[src/rtl/fifo_reader.sv]
// rtl/fifo_reader.sv - FIFO read engine with 2-entry skid buffer and stream output
//
// Purpose: drives the read strobe of a synchronous FIFO with one-cycle read
// latency, captures each returned word into a 2-entry skid buffer and presents
// the buffer head on a valid/ready stream at one word per cycle.
//
// Ports:
//   clk            rising-edge clock
//   rst            asynchronous active-low reset
//   en             read enable; low stops new FIFO reads
//   fifo_empty     FIFO empty flag (registered by the FIFO)
//   fifo_data_out  FIFO read data, valid the cycle after a read strobe
//   fifo_rd_en     FIFO read strobe
//   m_data         stream data (skid buffer head)
//   m_valid        stream valid
//   m_ready        stream ready from sink
//   words_read     count of delivered words, wraps
module fifo_reader #(
  parameter int DATA_WIDTH = 8,
  parameter int CNT_WIDTH  = 16
) (
  input  logic                  clk,
  input  logic                  rst,
  input  logic                  en,
  input  logic                  fifo_empty,
  input  logic [DATA_WIDTH-1:0] fifo_data_out,
  output logic                  fifo_rd_en,
  output logic [DATA_WIDTH-1:0] m_data,
  output logic                  m_valid,
  input  logic                  m_ready,
  output logic [CNT_WIDTH-1:0]  words_read
);

  logic [1:0]            r_occ;
  logic                  r_inflight;
  logic [DATA_WIDTH-1:0] r_head;
  logic [DATA_WIDTH-1:0] r_tail;
  logic [CNT_WIDTH-1:0]  r_words_read;

  logic                  w_pop;
  logic [1:0]            w_held;
  logic [1:0]            w_occ_nxt;
  logic [DATA_WIDTH-1:0] w_head_nxt;
  logic [DATA_WIDTH-1:0] w_tail_nxt;

  assign w_pop = m_valid & m_ready;

  // Words that will still be owned after this edge. occ + inflight never
  // exceeds 2 and a pop implies occ >= 1, so this stays within 0..2. Counting
  // the pop here lets a read issue in the same cycle the sink frees a slot.
  assign w_held = r_occ + {1'b0, r_inflight} - {1'b0, w_pop};

  assign fifo_rd_en = rst & en & ~fifo_empty & (w_held < 2'd2);

  assign m_valid    = (r_occ != 2'd0);
  assign m_data     = r_head;
  assign words_read = r_words_read;

  always_comb begin
    w_occ_nxt  = r_occ;
    w_head_nxt = r_head;
    w_tail_nxt = r_tail;
    case ({r_inflight, w_pop})
      2'b01: begin
        // Pop only: tail slides into head.
        w_head_nxt = r_tail;
        w_occ_nxt  = r_occ - 2'd1;
      end
      2'b10: begin
        // Capture only: land in the first free slot.
        if (r_occ == 2'd0) begin
          w_head_nxt = fifo_data_out;
        end else begin
          w_tail_nxt = fifo_data_out;
        end
        w_occ_nxt = r_occ + 2'd1;
      end
      2'b11: begin
        // Capture with pop: occ must be 1 here, so the new word becomes head.
        w_head_nxt = fifo_data_out;
      end
      default: begin
      end
    endcase
  end

  always_ff @(posedge clk or negedge rst) begin
    if (!rst) begin
      r_occ        <= 2'd0;
      r_inflight   <= 1'b0;
      r_head       <= '0;
      r_tail       <= '0;
      r_words_read <= '0;
    end else begin
      r_occ      <= w_occ_nxt;
      r_inflight <= fifo_rd_en;
      r_head     <= w_head_nxt;
      r_tail     <= w_tail_nxt;
      if (w_pop) begin
        r_words_read <= r_words_read + 1'b1;
      end
    end
  end

endmodule
[config.mk]
export PLATFORM = sky130hd
export DESIGN_NAME = fifo_reader
export DESIGN_NICKNAME = d
export VERILOG_FILES = /design/src/rtl/fifo_reader.sv
export SDC_FILE = /design/constraint.sdc
export NUM_CORES = 1
export LEC_CHECK = 0
export CORE_AREA = 2 2 58 60
export DETAILED_ROUTE_END_ITERATION = 10
export DIE_AREA = 0 0 60 62
export PLACE_DENSITY = 0.91
export SLEW_MARGIN = 20
export SYNTH_ARGS = -nofsm -noshare
export SYNTH_HDL_FRONTEND = slang
export SYNTH_SLANG_ARGS = --single-unit
export TNS_END_PERCENT = 5
[constraint.sdc]
create_clock -name clk -period 3 [get_ports clk]
set_input_delay 0.6 -clock clk [delete_from_list [all_inputs] [get_ports clk]]
set_output_delay 0.6 -clock clk [all_outputs]
set_load 0.005 [all_outputs]
==> results.yml, run 1 <==
status:
  outcome: "completed"
floorplan:
  num_rows: 21
  fp.dieH_um: 62
  pin_count: 39
  die-area_um2: 3720
  start_util_pct: 49.3
  die_w_um: 60
  core-area_um2: 3180
sta:
  final_hold_viol_count: 0
  period_needed_ns: 2.76
  grt_setup_unrepaired: "no"
  min_period_over_period_pct: 92.0
  relSlewSlack_pct: 66.1
  drv_slew: 0
  setup_viol: 0
  worst_pin_slew_ns: 0.508
  fin_skew_ns: 0.00610
  hold-worst-slack_ns: 0.486
  fmax_mhz: 362
placed_design:
  gp_congestion: 0.753
  hpwl_um: 2220
  io_buffers: 38
global_routing:
  grt_usage_pct: 17.8
  antenna_found_initial: 0
  grt_max_degree: 36
  grt_first_pass_wirelength_um: 4810
  overflow: 0
  grt_pass1_vias: 1081
worst_setup_path:
  critPathSlowestCell: "clkdlybuf4s50_1"
  slowest_delay_ns: 0.54
  startpoint_type: "primary input"
  cp.required_ns: 2.40
  endpoint_kind: "primary output"
  path_class: "in -> out"
  reg2reg_from: "r_occ[1]"
  r2r-end: "r_tail[5]"
  critical_path_buf_inv_count: 3
  reg2reg_depth: 5
  reg2reg_slack_ns: 1.34
  crit_path_cell_trace: "clkdlybuf4s50_1, o21ai_2, inv_2, ha_1, nor2b_1, xnor2_1, nor3_1, dlygate4sd2_1"
  crit_fanout: 3
  crit_family: "buffers and inverters"
  arrival_ns: 2.16
clocking:
  clk_path_buf_depth: 2
  tritoncts: "done"
  cts_buffers: 5
  path_clk_slew_ns: 0.11
  cts_root_buf: "clkbuf_4"
  worst_skew_pair.late_latency_ns: 0.33
  cts_sinks: 35
  htreeDepth: 2
synth:
  ys_warn_count: 0
  ys_types: 26
  synth-seq-area-share_pct: 55.9
  avgSynthCellArea_um2: 12.2
  syn_area_um2: 1570
  syn_inst: 129
  mappedNetlistNets: 145
  synth-seq-cells: 35
detailed_routing:
  first_pass_iters: 4
  wirelength_um: 3050
  vias: 1115
  drc: 0
  first_iter_violations: 33
  wire_per_inst_um: 13.7
  drtAntennaViolNets: 0
  vias_per_cell: 5.00
power:
  vdd_ir_drop_max_mv: 0.563
  total_power_mw: 1.79
  leakage_nw: 0.908
  power_density_nw_per_um2: 840
final_layout:
  fin_util_pct: 66.9
  drive_gt1_share_pct: 11.9
  final_common_cell: "clkdlybuf4s50_1"
  n_antenna_cell: 0
  final_cell_mix: "clkdlybuf4s50_1 (37), dfrtp_1 (35), xnor2_1 (15), nand2_1 (15), mux2_1 (9)"
  nets: 192
  multi_input_area_um2: 662
  seq_area_um2: 876
  area_delta_synth_final_pct: 35.8
  fillers: 238
hold_path:
  min_from: "words_read[15]"
  hold_path.class: "reg -> reg"
  hold_depth: 1
  hold_end: "words_read[15]"
flow_run:
  maxCapViolCount: 0
stage by stage:
step | setup WS [ns] | setup TNS, ns | instance area (um^2) | std cells
floorplan | 0.885 | 0 | 1570 | 129
finish | 0.240 | 0 | 2130 | 223
global placement | -0.0749 | -0.0749 | 2030 | 215
global route | 0.0985 | 0 | 2130 | 223
detailed placement | -0.100 | -0.100 | 2030 | 215
CTS | 0.209 | 0 | 2130 | 223
power by group:
part           total [mW]  switching [mW]  internal, mW
clock network       0.415           0.155         0.260
registers           0.765           0.139         0.626
logic               0.606           0.243         0.363
total                1.79           0.538          1.25
flip-flops by register name, indices dropped and copies added (netlist names):
| name | count |
|---|---|
| m_data | 8 |
| r_inflight | 1 |
| r_occ | 2 |
| r_tail | 8 |
| words_read | 16 |
cell families (layout without fill, tap and decap cells):
family | after synthesis | count (layout) | synth area share, %
buffers and inverters | 7 | 55 | 1.92
multiplexers | 17 | 17 | 11.6
AO/OA/AOI/OAI | 12 | 12 | 4.95
XOR/XNOR | 20 | 20 | 11.2
flip-flops | 35 | 35 | 55.9
AND/OR/NAND/NOR | 35 | 35 | 12.1
adder cells (fa/ha/maj) | 3 | 3 | 2.39
worst max path at each step:
stage                         from         end  slack, ns  cells after the start
after floorplan           r_occ[0]  fifo_rd_en       0.88                      7
after CTS                  m_ready  fifo_rd_en       0.21                      8
final                      m_ready  fifo_rd_en       0.24                      8
after global placement     m_ready  fifo_rd_en      -0.07                      8
after global routing       m_ready  fifo_rd_en        0.1                      8
after detailed placement   m_ready  fifo_rd_en      -0.10                      8
repair_timing:
action | CTS | global route
resized for setup | 1 | 0
buffers inserted | 0 | 0
hold buffers | 0 | 0
endpoints found under the setup margin | 1 | 0
final cells by class:
type / instances / area share (%)
Multi-Input combinational cell: 87 / 31.1
Clock inverter: 2 / 2.82
Timing Repair Buffer: 43 / 19.6
Clock buffer: 6 / 1.94
Sequential cell: 35 / 41.2
Inverter: 4 / 0.705
Tap cell: 46 / 2.70
synthesized netlist by cell type, drive strengths merged:
master   instances  area, um^2
and3             2        12.5
buf              3        15.0
dfrtp           35         876
ha               3        37.5
inv              4        15.0
mux2             9         101
mux2i            8        80.1
nand2           16        62.6
nand3            3        15.0
nand4            3        25.0
nor2             3        11.3
nor2b            1        6.26
nor3             3        20.0
nor4             2        25.0
o2111ai          1        8.76
o211ai           1        12.5
o21a             1        7.51
o21ai            9        48.8
or2              2        12.5
xnor2           15         131
xor2             5        43.8
metal layers:
layer  part of all wire (%)  global-route usage (%)  wire [um]
met1                     44                    21.8       1340
met5                      0                       0          0
met3                    6.1                    6.00        186
met4                   0.72                    4.76         22
met2                     49                    30.3       1500
No activity file was read; power rests on OpenSTA's default activity.
==> run 2, diff against run 1 <==
--- a/config.mk
+++ b/config.mk
@@ -5,9 +5,11 @@
 export SDC_FILE = /design/constraint.sdc
 export NUM_CORES = 1
 export LEC_CHECK = 0
-export CORE_AREA = 2 2 58 60
+export CELL_PAD_IN_SITES_DETAIL_PLACEMENT = 0
+export CELL_PAD_IN_SITES_GLOBAL_PLACEMENT = 1
+export CORE_AREA = 2 2 65 67
 export DETAILED_ROUTE_END_ITERATION = 10
-export DIE_AREA = 0 0 60 62
+export DIE_AREA = 0 0 67 69
 export PLACE_DENSITY = 0.91
 export SLEW_MARGIN = 20
 export SYNTH_ARGS = -nofsm -noshare
==> results.yml, run 2 (synthesis gave the netlist of run 1 again) <==
status:
  outcome: "completed"
clocking:
  clk_path_buf_depth: 2
  worst_skew_pair.late_latency_ns: 0.28
  post_cts_buffers: 0
  cts.hold.buffers_added: 0
  htreeDepth: 2
  tritoncts: "done"
  cts_root_buf: "clkbuf_8"
  cts_sinks: 35
  cts_buffers: 5
  path_clk_slew_ns: 0.06
sta:
  drv_slew: 0
  final_hold_viol_count: 0
  fin_tns_setup_ns: 0
  setup_viol: 0
  period_needed_ns: 2.76
  relSlewSlack_pct: 67.2
  fin_skew_ns: 0.00314
  min_period_over_period_pct: 92.1
  grt_setup_unrepaired: "no"
  hold-worst-slack_ns: 0.473
  fmax_mhz: 362
  finalWorstSetupSlack_ns: 0.237
  worst_pin_slew_ns: 0.493
placed_design:
  io_buffers: 38
  gp_congestion: 0.725
  place_ws_ns: -0.113
  hpwl_um: 2250
  place_area_um2: 2040
global_routing:
  grt_max_degree: 36
  gr-usage-met1_pct: 17.4
  overflow: 0
  antenna_found_initial: 0
  grt_first_pass_wirelength_um: 4990
  grt_pass1_vias: 1152
  grtUsageMet3_pct: 4.40
  grt_busiest_layer: "met2"
  gr-usage-met2_pct: 23.1
  grt_usage_pct: 14.0
detailed_routing:
  drc: 0
  wire_per_inst_um: 13.4
  vias_per_cell: 4.85
  vias: 1100
  wirelength_um: 3050
  drtAntennaViolNets: 0
  first_iter_violations: 35
  first_pass_iters: 4
final_layout:
  fillers: 360
  drive_gt1_share_pct: 13.0
  seq_area_um2: 876
  largest_reg_flops: 16
  final_common_cell: "clkdlybuf4s50_1"
  nets: 193
  n_antenna_cell: 0
  area_delta_synth_final_pct: 36.0
  final_cell_mix: "clkdlybuf4s50_1 (37), dfrtp_1 (35), xnor2_1 (15), nand2_1 (15), mux2_1 (9)"
  final_area_um2: 2130
  multi_input_area_um2: 667
power:
  p_switching_uw: 537
  power.share.sequential_pct: 45.0
  p_comb_share_pct: 35.4
  vdd_ir_drop_max_mv: 0.376
  intPower_mw: 1.17
  leakage_nw: 0.910
  switching_share_pct: 31.4
  p_clk_share_pct: 19.6
  power_density_nw_per_um2: 802
  total_power_mw: 1.71
worst_setup_path:
  crit_path_cell_trace: "clkdlybuf4s50_1, o21ai_2, inv_2, ha_1, nor2b_1, xnor2_1, nor3_2, dlygate4sd2_1"
  crit_fanout: 3
  crit_family: "buffers and inverters"
  cp.required_ns: 2.40
  critPathSlowestCell: "clkdlybuf4s50_1"
  startpoint_type: "primary input"
  slowest_delay_ns: 0.53
  endpoint_kind: "primary output"
  path_class: "in -> out"
  critical_path_buf_inv_count: 3
  arrival_ns: 2.16
floorplan:
  start_util_pct: 40.1
  die-area_um2: 4620
  fp.dieH_um: 69
  die_w_um: 67
  pin_count: 39
  core-area_um2: 3910
  num_rows: 23
flow_run:
  maxCapViolCount: 0
hold_path:
  hold_path.class: "reg -> reg"
[run 2: power groups by stage]
stage	Clock (mW)	Sequential [mW]	Combinational, mW
after floorplan	0	0.745	0.335
after global placement	0	0.762	0.595
after detailed placement	0	0.779	0.614
after CTS	0.344	0.771	0.620
after global routing	0.369	0.790	0.671
final	0.335	0.770	0.606
[run 2: final timing paths]
check,start,to,slack (ns),cells after the start
max in group asynchronous,rst,words_read[7],1.91,2
min in group asynchronous,rst,r_tail[6],0.79,2
min,words_read[15],words_read[15],0.47,1
max,m_ready,fifo_rd_en,0.24,8
min reg2reg,words_read[15],words_read[15],0.47,1
max reg2reg,r_occ[1],r_tail[3],1.37,5
[run 2: per-layer routing]
layer  part of all wire [%]  vias to the layer above  wire (um)
li1                       -                      528          -
met1                     43                      533       1310
met2                     50                       37       1540
met3                    6.1                        2        185
met4                   0.43                        0         13
met5                      0                        -          0
[run 2: layout make-up]
class	instances	share of cell area (%)
clock buffer	6	3.87
inverter	4	0.704
tap	50	2.93
clock inverter	1	0.235
timing repair buffer	44	19.9
multi-input combinational	87	31.3
sequential	35	41.1
[run 2: stage by stage]
stage,utilization (%),cells
floorplan,-,129
global placement,52.1,220
detailed placement,52.1,220
CTS,54.5,227
global route,54.5,227
finish,54.5,227
[run 2: timing repair]
item,in CTS,in global routing
resized for setup,2,0
setup endpoints to repair,1,0
endpoints found under the hold margin,0,0
[run 2: worst reg2reg max path, stage by stage (launching register included)]
cell and delay (ns):
dfrtp_1 0.46, o21ai_2 0.20, buf_4 0.15, ha_1 0.19
nand2_2 0.17, mux2_1 0.35
